<file path="config.mk">
export PLATFORM = sky130hd
export DESIGN_NAME = jtkiwi_paldma_flat
export DESIGN_NICKNAME = d
export VERILOG_FILES = /design/src/rtl/jtkiwi_paldma_if.sv /design/src/rtl/jtkiwi_paldma.sv /design/src/flat_wrapper.sv
export SDC_FILE = /design/constraint.sdc
export NUM_CORES = 1
export LEC_CHECK = 0
export CORE_MARGIN = 2
export CORE_UTILIZATION = 35
export DETAILED_ROUTE_END_ITERATION = 16
export SYNTH_ARGS = -nofsm -noshare
export SYNTH_HDL_FRONTEND = slang
export SYNTH_SLANG_ARGS = --single-unit
</file>
<file path="constraint.sdc">
create_clock -name clk -period 4 [get_ports clk]
set_input_delay 0.6 -clock clk [delete_from_list [all_inputs] [get_ports clk]]
set_output_delay 0.6 -clock clk [all_outputs]
set_load 0.01 [all_outputs]
</file>
<file path="src/rtl/jtkiwi_paldma_if.sv">
// Source-slot read handshake and palette RAM write port of the palette DMA.
// master = DMA engine side, slave = SDRAM slot / palette RAM side.
interface jtkiwi_paldma_if #(
  parameter int AW = 10,
  parameter int SW = 18
);
  logic          rom_cs;
  logic [SW-1:0] rom_addr;
  logic          rom_ok;
  logic [7:0]    rom_data;
  logic [AW-1:0] pal_addr;
  logic [7:0]    pal_dout;
  logic          pal_we;

  modport master (
    output rom_cs, rom_addr, pal_addr, pal_dout, pal_we,
    input  rom_ok, rom_data
  );

  modport slave (
    input  rom_cs, rom_addr, pal_addr, pal_dout, pal_we,
    output rom_ok, rom_data
  );
endinterface

</file>
<file path="src/rtl/jtkiwi_paldma.sv">
// Palette upload engine: copies LEN bytes from the ROM slot into palette RAM,
// writing only during vertical blank.
//   state  | meaning
//   IDLE   | no transfer, waiting for go
//   WAITVB | transfer open, waiting for LVBL=0
//   REQ    | rom_cs high; first cycle ignores rom_ok (stale-ok guard)
//   WR     | pal_we pulse, advance addresses and byte count
//   FIN    | done pulse; restart here if a go was queued
module jtkiwi_paldma #(
  parameter int AW  = 10,
  parameter int LEN = 1024,
  parameter int SW  = 18
) (
  input  logic          clk,
  input  logic          rst_n,
  input  logic          LVBL,
  input  logic          go,
  input  logic [SW-1:0] src_base,
  jtkiwi_paldma_if.master bus,
  output logic          busy,
  output logic          done
);

  localparam int CW = AW + 1;
  localparam logic [CW-1:0] LEN_C = CW'(LEN);

  typedef enum logic [2:0] {IDLE, WAITVB, REQ, WR, FIN} state_t;

  state_t        st_q, st_d;
  logic          cs_q, cs_d;
  logic [SW-1:0] raddr_q, raddr_d;
  logic [AW-1:0] paddr_q, paddr_d;
  logic [7:0]    dout_q, dout_d;
  logic          we_q, we_d;
  logic          busy_q, busy_d;
  logic          done_q, done_d;
  logic          pending_q, pending_d;
  logic          guard_q, guard_d;
  logic [CW-1:0] count_q, count_d;
  logic [CW-1:0] count_inc;
  logic          start;

  assign count_inc = count_q + 1'b1;

  always_comb begin
    st_d      = st_q;
    cs_d      = cs_q;
    raddr_d   = raddr_q;
    paddr_d   = paddr_q;
    dout_d    = dout_q;
    we_d      = 1'b0;
    busy_d    = busy_q;
    done_d    = 1'b0;
    pending_d = pending_q;
    guard_d   = guard_q;
    count_d   = count_q;
    start     = 1'b0;

    if (busy_q && go) pending_d = 1'b1;

    case (st_q)
      IDLE: start = go;
      WAITVB: begin
        if (!LVBL) begin
          st_d    = REQ;
          cs_d    = 1'b1;
          guard_d = 1'b1;
        end
      end
      REQ: begin
        if (guard_q) begin
          guard_d = 1'b0;
        end else if (bus.rom_ok) begin
          dout_d = bus.rom_data;
          we_d   = 1'b1;
          cs_d   = 1'b0;
          st_d   = WR;
        end
      end
      WR: begin
        paddr_d = paddr_q + 1'b1;
        raddr_d = raddr_q + 1'b1;
        count_d = count_inc;
        if (count_inc == LEN_C) begin
          st_d   = FIN;
          done_d = 1'b1;
          busy_d = 1'b0;
        end else if (LVBL) begin
          st_d = WAITVB;
        end else begin
          st_d    = REQ;
          cs_d    = 1'b1;
          guard_d = 1'b1;
        end
      end
      FIN: begin
        // a go arriving in FIN behaves like a queued one
        start = go || pending_q;
        if (!start) st_d = IDLE;
      end
      default: st_d = IDLE;
    endcase

    if (start) begin
      raddr_d   = src_base;
      paddr_d   = '0;
      count_d   = '0;
      busy_d    = 1'b1;
      pending_d = 1'b0;
      st_d      = WAITVB;
    end
  end

  always_ff @(posedge clk or negedge rst_n) begin
    if (!rst_n) begin
      st_q      <= IDLE;
      cs_q      <= 1'b0;
      raddr_q   <= '0;
      paddr_q   <= '0;
      dout_q    <= '0;
      we_q      <= 1'b0;
      busy_q    <= 1'b0;
      done_q    <= 1'b0;
      pending_q <= 1'b0;
      guard_q   <= 1'b0;
      count_q   <= '0;
    end else begin
      st_q      <= st_d;
      cs_q      <= cs_d;
      raddr_q   <= raddr_d;
      paddr_q   <= paddr_d;
      dout_q    <= dout_d;
      we_q      <= we_d;
      busy_q    <= busy_d;
      done_q    <= done_d;
      pending_q <= pending_d;
      guard_q   <= guard_d;
      count_q   <= count_d;
    end
  end

  assign bus.rom_cs   = cs_q;
  assign bus.rom_addr = raddr_q;
  assign bus.pal_addr = paddr_q;
  assign bus.pal_dout = dout_q;
  assign bus.pal_we   = we_q;
  assign busy         = busy_q;
  assign done         = done_q;

endmodule

</file>
<file path="src/flat_wrapper.sv">
// flat-port wrapper written by rule: the top's interface ports become plain ports
module jtkiwi_paldma_flat 
#(
  parameter int AW  = 10,
  parameter int LEN = 1024,
  parameter int SW  = 18
)
  (clk, rst_n, LVBL, go, src_base, busy, done, bus_rom_cs, bus_rom_addr, bus_pal_addr, bus_pal_dout, bus_pal_we, bus_rom_ok, bus_rom_data);
  jtkiwi_paldma_if #(.AW(AW), .SW(SW)) bus_i ();
  input  logic clk;
  input  logic rst_n;
  input  logic LVBL;
  input  logic go;
  input  logic [SW-1:0] src_base;
  output logic busy;
  output logic done;
  output wire logic [$bits(bus_i.rom_cs)-1:0] bus_rom_cs;
  output wire logic [$bits(bus_i.rom_addr)-1:0] bus_rom_addr;
  output wire logic [$bits(bus_i.pal_addr)-1:0] bus_pal_addr;
  output wire logic [$bits(bus_i.pal_dout)-1:0] bus_pal_dout;
  output wire logic [$bits(bus_i.pal_we)-1:0] bus_pal_we;
  input wire logic [$bits(bus_i.rom_ok)-1:0] bus_rom_ok;
  input wire logic [$bits(bus_i.rom_data)-1:0] bus_rom_data;
  assign bus_rom_cs = bus_i.rom_cs;
  assign bus_rom_addr = bus_i.rom_addr;
  assign bus_pal_addr = bus_i.pal_addr;
  assign bus_pal_dout = bus_i.pal_dout;
  assign bus_pal_we = bus_i.pal_we;
  assign bus_i.rom_ok = bus_rom_ok;
  assign bus_i.rom_data = bus_rom_data;
  jtkiwi_paldma #(.AW(AW), .LEN(LEN), .SW(SW)) u_core (.clk(clk), .rst_n(rst_n), .LVBL(LVBL), .go(go), .src_base(src_base), .bus(bus_i), .busy(busy), .done(done));
endmodule
</file>
==> results_dict.tcl, run 1 <==
set metrics [dict create \
    syn2layout_area_growth_pct 30.2 \
    min_period_over_period_pct 54.2 \
    vias 2411 \
    antenna_found_initial 0 \
    hold_slack_ns 0.306 \
    drc 0 \
    reg2reg_depth 4 \
    rsz0062_at_grt "no" \
    num_io_pins 71 \
    final_layout_size_suffix_gt1_share_pct 6.35 \
    synthCells 315 \
    drv_slew 0 \
    postCtsHoldBufs 0 \
    htreeDepth 2 \
    coreArea_um2 8130 \
    drt_iter0_markers 97 \
    dp_hpwl_mm 4.66 \
    synth_warnings 0 \
    fin_crit_ns 2.17 \
    cts_buffer_depth 2 \
    start_util_pct 35.8 \
    outcome "completed" \
    ys_seq_elements 56 \
    cap_violations 0 \
    numClockSinks 56 \
    clkTransAtPathRegs_ns 0.10 \
    grt_max_degree 50 \
    antennaDiodeCount 0 \
    cp.required_ns 4.24 \
    tightestPinTransition_ns 0.717 \
    crit_path_start_kind "flop" \
    leakage_nw 1.58 \
    synth_top_cell_area_share_pct 48.2 \
    syn-mean-instance-area_um2 9.24 \
    synth_area_leaders "dfrtp_1 (48%), nand2_1 (9.0%), o21ai_0 (4.8%), xor2_1 (4.5%), nor2_1 (3.2%)" \
    drt_wl_total_mm 6.49 \
    nets 412 \
    cts-resized-gates 0 \
    ys_seq_area_share_pct 48.2 \
    setup_viol 0 \
    grt_pass1_wl_mm 10.6 \
    critical_path_class "flop to flop" \
    first_global_vias 2255 \
    r2r_start "u_core.st_q[1]$_DFFE_PN0P_" \
    cts_setup_buffers 0 \
    hp-class "input pin to asynchronous set/reset pin" \
    firstDrtPassIters 4 \
    fill_cells 784 \
    r2r-end "u_core.bus.pal_addr[6]$_DFFE_PN0P_" \
    gp_congestion 0.777 \
    arrival_ns 2.41 \
    skew_ns 0.0102 \
    synth_area_um2 2910 \
    grt_usage_pct 14.8 \
    rows 33 \
    fin_tns_setup_ns 0 \
    die_x_um 95.2 \
    hold_viol_final 0 \
    root_buffer "clkbuf_8" \
    ant_nets 0 \
    viasPerCell 4.99 \
    numPortBuffers 70 \
    ir_drop_v 0.000201 \
    cts_tree "built" \
    relSlewSlack_pct 52.0 \
    cts-buffers-inserted 5 \
    ff2ff_setup_slack_ns 1.83 \
    cp-end-kind "flop" \
    synth_cell_type_count 49 \
    p_per_area_nw_per_um2 614 \
    timing.fmax_mhz 461 \
    yosys.area.top_type "dfrtp_1" \
    wl_per_cell_um 13.4 \
    path_max_fanout 16 \
    grt.overflow.total 0 \
    dieArea_um2 9060 \
    insertion_delay_ns 0.31 \
    die_h_um 95.2 \
    syn_nets 349 \
]
-- placed cells by master (no fill, tap or decap), types with 4 or more instances in the layout --
master and count:
o31ai_1 4, nor2_1 25, o21ai_0 28, nand3_1 9, and3_2 4, inv_1 4, a21oi_1 6, o21ai_1 8
xor2_1 15, xnor2_1 10, nand2_1 70, dfrtp_1 56, clkbuf_8 5, and4_1 4, nand4_1 8, and3_1 6
clkdlybuf4s50_1 69, a31oi_1 5
-- metrics by stage --
stage / setup slack, ns / cell area [um2] / power (mW) / util [%] / cells
floorplan: 2.20 / 2910 / 1.47 / - / 315
global placement: 1.70 / 3660 / 1.90 / 45.0 / 476
detailed placement: 1.67 / 3660 / 1.92 / 45.0 / 476
CTS: 1.83 / 3790 / 2.36 / 46.6 / 483
global route: 1.65 / 3790 / 2.50 / 46.6 / 483
finish: 1.83 / 3790 / 2.33 / 46.6 / 483
-- worst max-delay path by stage --
| stage | startpoint | endpoint | slack (ns) | depth (start not counted) |
|---|---|---|---|---|
| 6_report | u_core.st_q[1]$_DFFE_PN0P_ | u_core.bus.pal_addr[6]$_DFFE_PN0P_ | 1.83 | 4 |
| 5_1_grt | u_core.st_q[1]$_DFFE_PN0P_ | u_core.bus.pal_addr[6]$_DFFE_PN0P_ | 1.65 | 4 |
| 2_1_floorplan | u_core.count_q[0]$_DFFE_PN0P_ | u_core.guard_q$_DFFE_PN0P_ | 2.20 | 6 |
| 3_3_place_gp | go | u_core.count_q[8]$_DFFE_PN0P_ | 1.70 | 6 |
| 3_5_place_dp | go | u_core.count_q[3]$_DFFE_PN0P_ | 1.67 | 6 |
| 4_1_cts | u_core.st_q[1]$_DFFE_PN0P_ | u_core.bus.pal_addr[6]$_DFFE_PN0P_ | 1.83 | 4 |
-- worst max-delay path, cell delays in order (launching register included) --
cell and delay, ns:
dfrtp_1 0.65, and3b_1 0.64, nand4_1 0.29, or3_1 0.37, a21oi_1 0.15
-- cell usage after synthesis (all sizes together) --
master	number
and3b	2
nor3b	2
a22oi	1
a221o	1
nor2b	1
xor2	15
o31ai	4
and2	3
a31o	1
a21oi	7
a41oi	2
nand2	70
buf	11
ha	3
nand4	8
o21ai	36
a31oi	5
a311oi	4
nor2	25
and3	11
nor4	1
nand2b	1
clkbuf	5
a211o	1
o311ai	1
inv	4
clkinv	1
dfrtp	56
xnor2	10
nor3	3
nand4b	2
and4	4
a21o	1
or3	3
nand3b	1
nand3	9
-- state kept, by name, indices dropped and copies added (netlist names) --
name	flops
u_core.bus.rom_addr	18
u_core.done	1
u_core.guard_q	1
u_core.bus.pal_we	1
u_core.bus.pal_dout	8
u_core.bus.rom_cs	1
u_core.pending_q	1
u_core.bus.pal_addr	10
u_core.busy	1
u_core.st_q	3
u_core.count_q	11
-- metal layers --
| layer | GRT usage (%) | wire (um) | vias up |
|---|---|---|---|
| met3 | 3.16 | 276 | 9 |
| met2 | 23.9 | 3140 | 40 |
| li1 | - | - | 1213 |
| met1 | 19.2 | 2970 | 1149 |
| met4 | 6.04 | 105 | 0 |
| met5 | 0 | 0 | - |
-- logic make-up (layout without fill, tap and decap cells) --
family	Yosys count	after routing	share of synthesized area [%]
adders and majority gates	3	3	1.29
AOI/OAI and AO/OA	64	64	13.7
xor gates and xnor gates	25	25	7.52
and+or+nand+nor	146	146	25.3
buffers and inverters	21	84	4.00
DFF	56	56	48.2
-- cell type report --
cell class                      instances  area [um2]  area share [%]
Inverter                                5        18.8           0.495
Sequential cell                        56        1400            37.0
Clock inverter                          2        60.1            1.58
Tap cell                              105         131            3.47
Multi-Input combinational cell        238        1400            36.9
Clock buffer                            5        68.8            1.82
Timing Repair Buffer                   72         711            18.8
-- report_power, final --
group	leakage, nW	internal (mW)	switching (mW)	total (mW)
combinational	0.800	0.478	0.451	0.929
clock	0.0642	0.247	0.183	0.430
sequential	0.715	0.752	0.217	0.969
total	1.58	1.48	0.851	2.33
No activity file was read; power rests on OpenSTA's default activity.
==> inputs of run 2 (changes only) <==
==> constraint.sdc (replaced) <==
create_clock -name clk -period 2 [get_ports clk]
set_input_delay 0.3 -clock clk [delete_from_list [all_inputs] [get_ports clk]]
set_output_delay 0.3 -clock clk [all_outputs]
set_load 0.01 [all_outputs]
==> run 2 against run 1 <==
Setup slack lost 1.7 ns. Hold slack gained 0.13 ns. Register-to-register slack worse by 1.7 ns. Design area up 1.7%. Non-clock buffer count rose by 12. Routed wire length increased by 0.65%. Core utilization increased by 0.82 points. Final cell count rose by 2.7%. Total power grew 95%. Global-route usage rose by 0.44 points.
==> results_dict.tcl, run 2 (synthesized netlist as in run 1, its figures left out) <==
set metrics [dict create \
    crit_path_start_kind "flop" \
    grt_max_degree 37 \
    crit_path_end "u_core.st_q[1]$_DFFE_PN0P_" \
    dieArea_um2 9060 \
    hold_viol_final 0 \
    start_util_pct 35.8 \
    drt_iter0_markers 70 \
    final_common_cell "nand2_1" \
    die_h_um 95.2 \
    gp_congestion 0.794 \
    numClockSinks 56 \
    dp_hpwl_mm 4.88 \
    drc 0 \
    cap_violations 0 \
    die_x_um 95.2 \
    fin_crit_ns 1.88 \
    numPortBuffers 70 \
    final_cell_mix "nand2_1 (70), clkdlybuf4s50_1 (69), dfrtp_1 (55), o21ai_0 (28), nor2_1 (25)" \
    gr-usage-met3_pct 2.69 \
    antennaDiodeCount 0 \
    htreeDepth 2 \
    r2r_start "u_core.count_q[1]$_DFFE_PN0P_" \
    cp.required_ns 2.23 \
    grt.overflow.total 0 \
    p_int_mw 2.82 \
    ff2ff_setup_slack_ns 0.12 \
    nets 424 \
    p_total_mw 4.54 \
    coreArea_um2 8130 \
    num_io_pins 71 \
    clkTransAtPathRegs_ns 0.10 \
    fin_tns_setup_ns 0 \
    setup_viol 0 \
    vias 2446 \
    arrival_ns 2.10 \
    final_layout_size_suffix_gt1_share_pct 9.21 \
    tightestPinTransition_ns 0.413 \
    final_cells 496 \
    ir_drop_v 0.000404 \
    top_usage_layer "met2" \
    dp_cells 487 \
    multi_input_comb_area_um2 1400 \
    wl_per_cell_um 13.2 \
    met2_usage_pct 25.1 \
    antenna_found_initial 0 \
    drt_wl_total_mm 6.53 \
    power_switching_mw 1.72 \
    syn2layout_area_growth_pct 32.5 \
    min_period_over_period_pct 93.8 \
    post-route-util_pct 47.4 \
    root_buffer "clkbuf_8" \
    drv_slew 0 \
    p_per_area_nw_per_um2 1180 \
    cts_buffer_depth 2 \
    firstDrtPassIters 4 \
    rows 33 \
    fill_cells 782 \
    grt_usage_pct 15.2 \
    p_sw_share_pct 37.9 \
    cts_tree "built" \
    ant_nets 0 \
    outcome "completed" \
    regArea_um2 1400 \
    first_global_vias 2298 \
    largest_reg_flops 18 \
    cts_setup_buffers 0 \
    skew_ns 0.00653 \
    timing.fmax_mhz 533 \
    p_seq_share_pct 41.2 \
    hp-class "input pin to asynchronous set/reset pin" \
    insertion_delay_ns 0.31 \
    critical_path_class "flop to flop" \
    cp-end-kind "flop" \
    path_max_fanout 6 \
    cts-buffers-inserted 5 \
    r2r-end "u_core.st_q[1]$_DFFE_PN0P_" \
    relSlewSlack_pct 72.2 \
    rsz0062_at_grt "no" \
    crit_path_start "u_core.count_q[1]$_DFFE_PN0P_" \
    hold_slack_ns 0.436 \
    reg2reg_depth 6 \
    grt_pass1_wl_mm 11.0 \
    comb_power_share_pct 45.0 \
    leakage_nw 1.62 \
    viasPerCell 4.93 \
    use_met1_pct 21.0 \
    clockPowerShare_pct 13.7 \
]
-- run 2: cell types whose count changed in the layout (fill, tap and decap cells not counted) --
cell           change
buf_4             +10
dfrtp_2            +1
dfrtp_1            -1
dlygate4sd3_1      +1
clkinvlp_4         +1
clkbuf_1           +1
clkinv_4           +1
bufinv_16          -2
buf_12             +1
-- run 2: power by group through the flow --
stage / Combinational, mW / Sequential (mW) / Clock [mW]
6_report: 2.04 / 1.87 / 0.623
5_1_grt: 2.28 / 1.94 / 0.698
4_1_cts: 2.08 / 1.87 / 0.654
3_5_place_dp: 2.08 / 1.89 / 0
3_3_place_gp: 2.05 / 1.88 / 0
2_1_floorplan: 0.973 / 1.98 / 0
-- run 2: cell type report --
class | instances | share of cell area (%)
Inverter | 5 | 0.487
Clock inverter | 2 | 0.422
Multi-Input combinational cell | 238 | 36.3
Sequential cell | 56 | 36.4
Tap cell | 105 | 3.41
Clock buffer | 6 | 1.88
Timing Repair Buffer | 84 | 21.2
-- run 2: through the flow --
stage | cell area [um2] | worst slack (ns)
floorplan | 2910 | 0.203
detailed placement | 3760 | 0.135
global placement | 3760 | 0.181
global route | 3860 | 0.0162
CTS | 3850 | 0.121
finish | 3860 | 0.125
-- run 2: repair_timing --
| action | CTS | global route |
|---|---|---|
| hold buffers | 1 | 0 |
| gates resized for setup | 0 | 1 |
| endpoints found under the hold margin | 14 | 0 |
| setup endpoints to repair | 0 | 1 |
-- run 2: worst max-delay path, cell delays in order, from the launching register on --
cell	delay (ns)
dfrtp_2	0.45
ha_1	0.21
and4_1	0.27
a311oi_2	0.26
o311ai_1	0.14
and3b_2	0.27
a41oi_1	0.21
-- run 2: worst min path at each step --
stage | from | endpoint | slack [ns] | cells after the start
floorplan | rst_n | u_core.bus.pal_addr[0]$_DFFE_PN0P_ | 0.004 | 0
global placement | rst_n | u_core.bus.pal_dout[1]$_DFFE_PN0P_ | 0.25 | 1
detailed placement | rst_n | u_core.bus.pal_dout[1]$_DFFE_PN0P_ | 0.25 | 1
CTS | rst_n | u_core.bus.pal_dout[6]$_DFFE_PN0P_ | 0.44 | 2
global route | rst_n | u_core.bus.pal_dout[6]$_DFFE_PN0P_ | 0.46 | 2
finish | rst_n | u_core.bus.pal_dout[6]$_DFFE_PN0P_ | 0.44 | 2
-- run 2: metal layers --
metal	vias to the layer above	share of wire, %
met1	1143	46
met3	5	5.0
li1	1245	-
met2	53	48
met5	-	0
met4	0	0.63
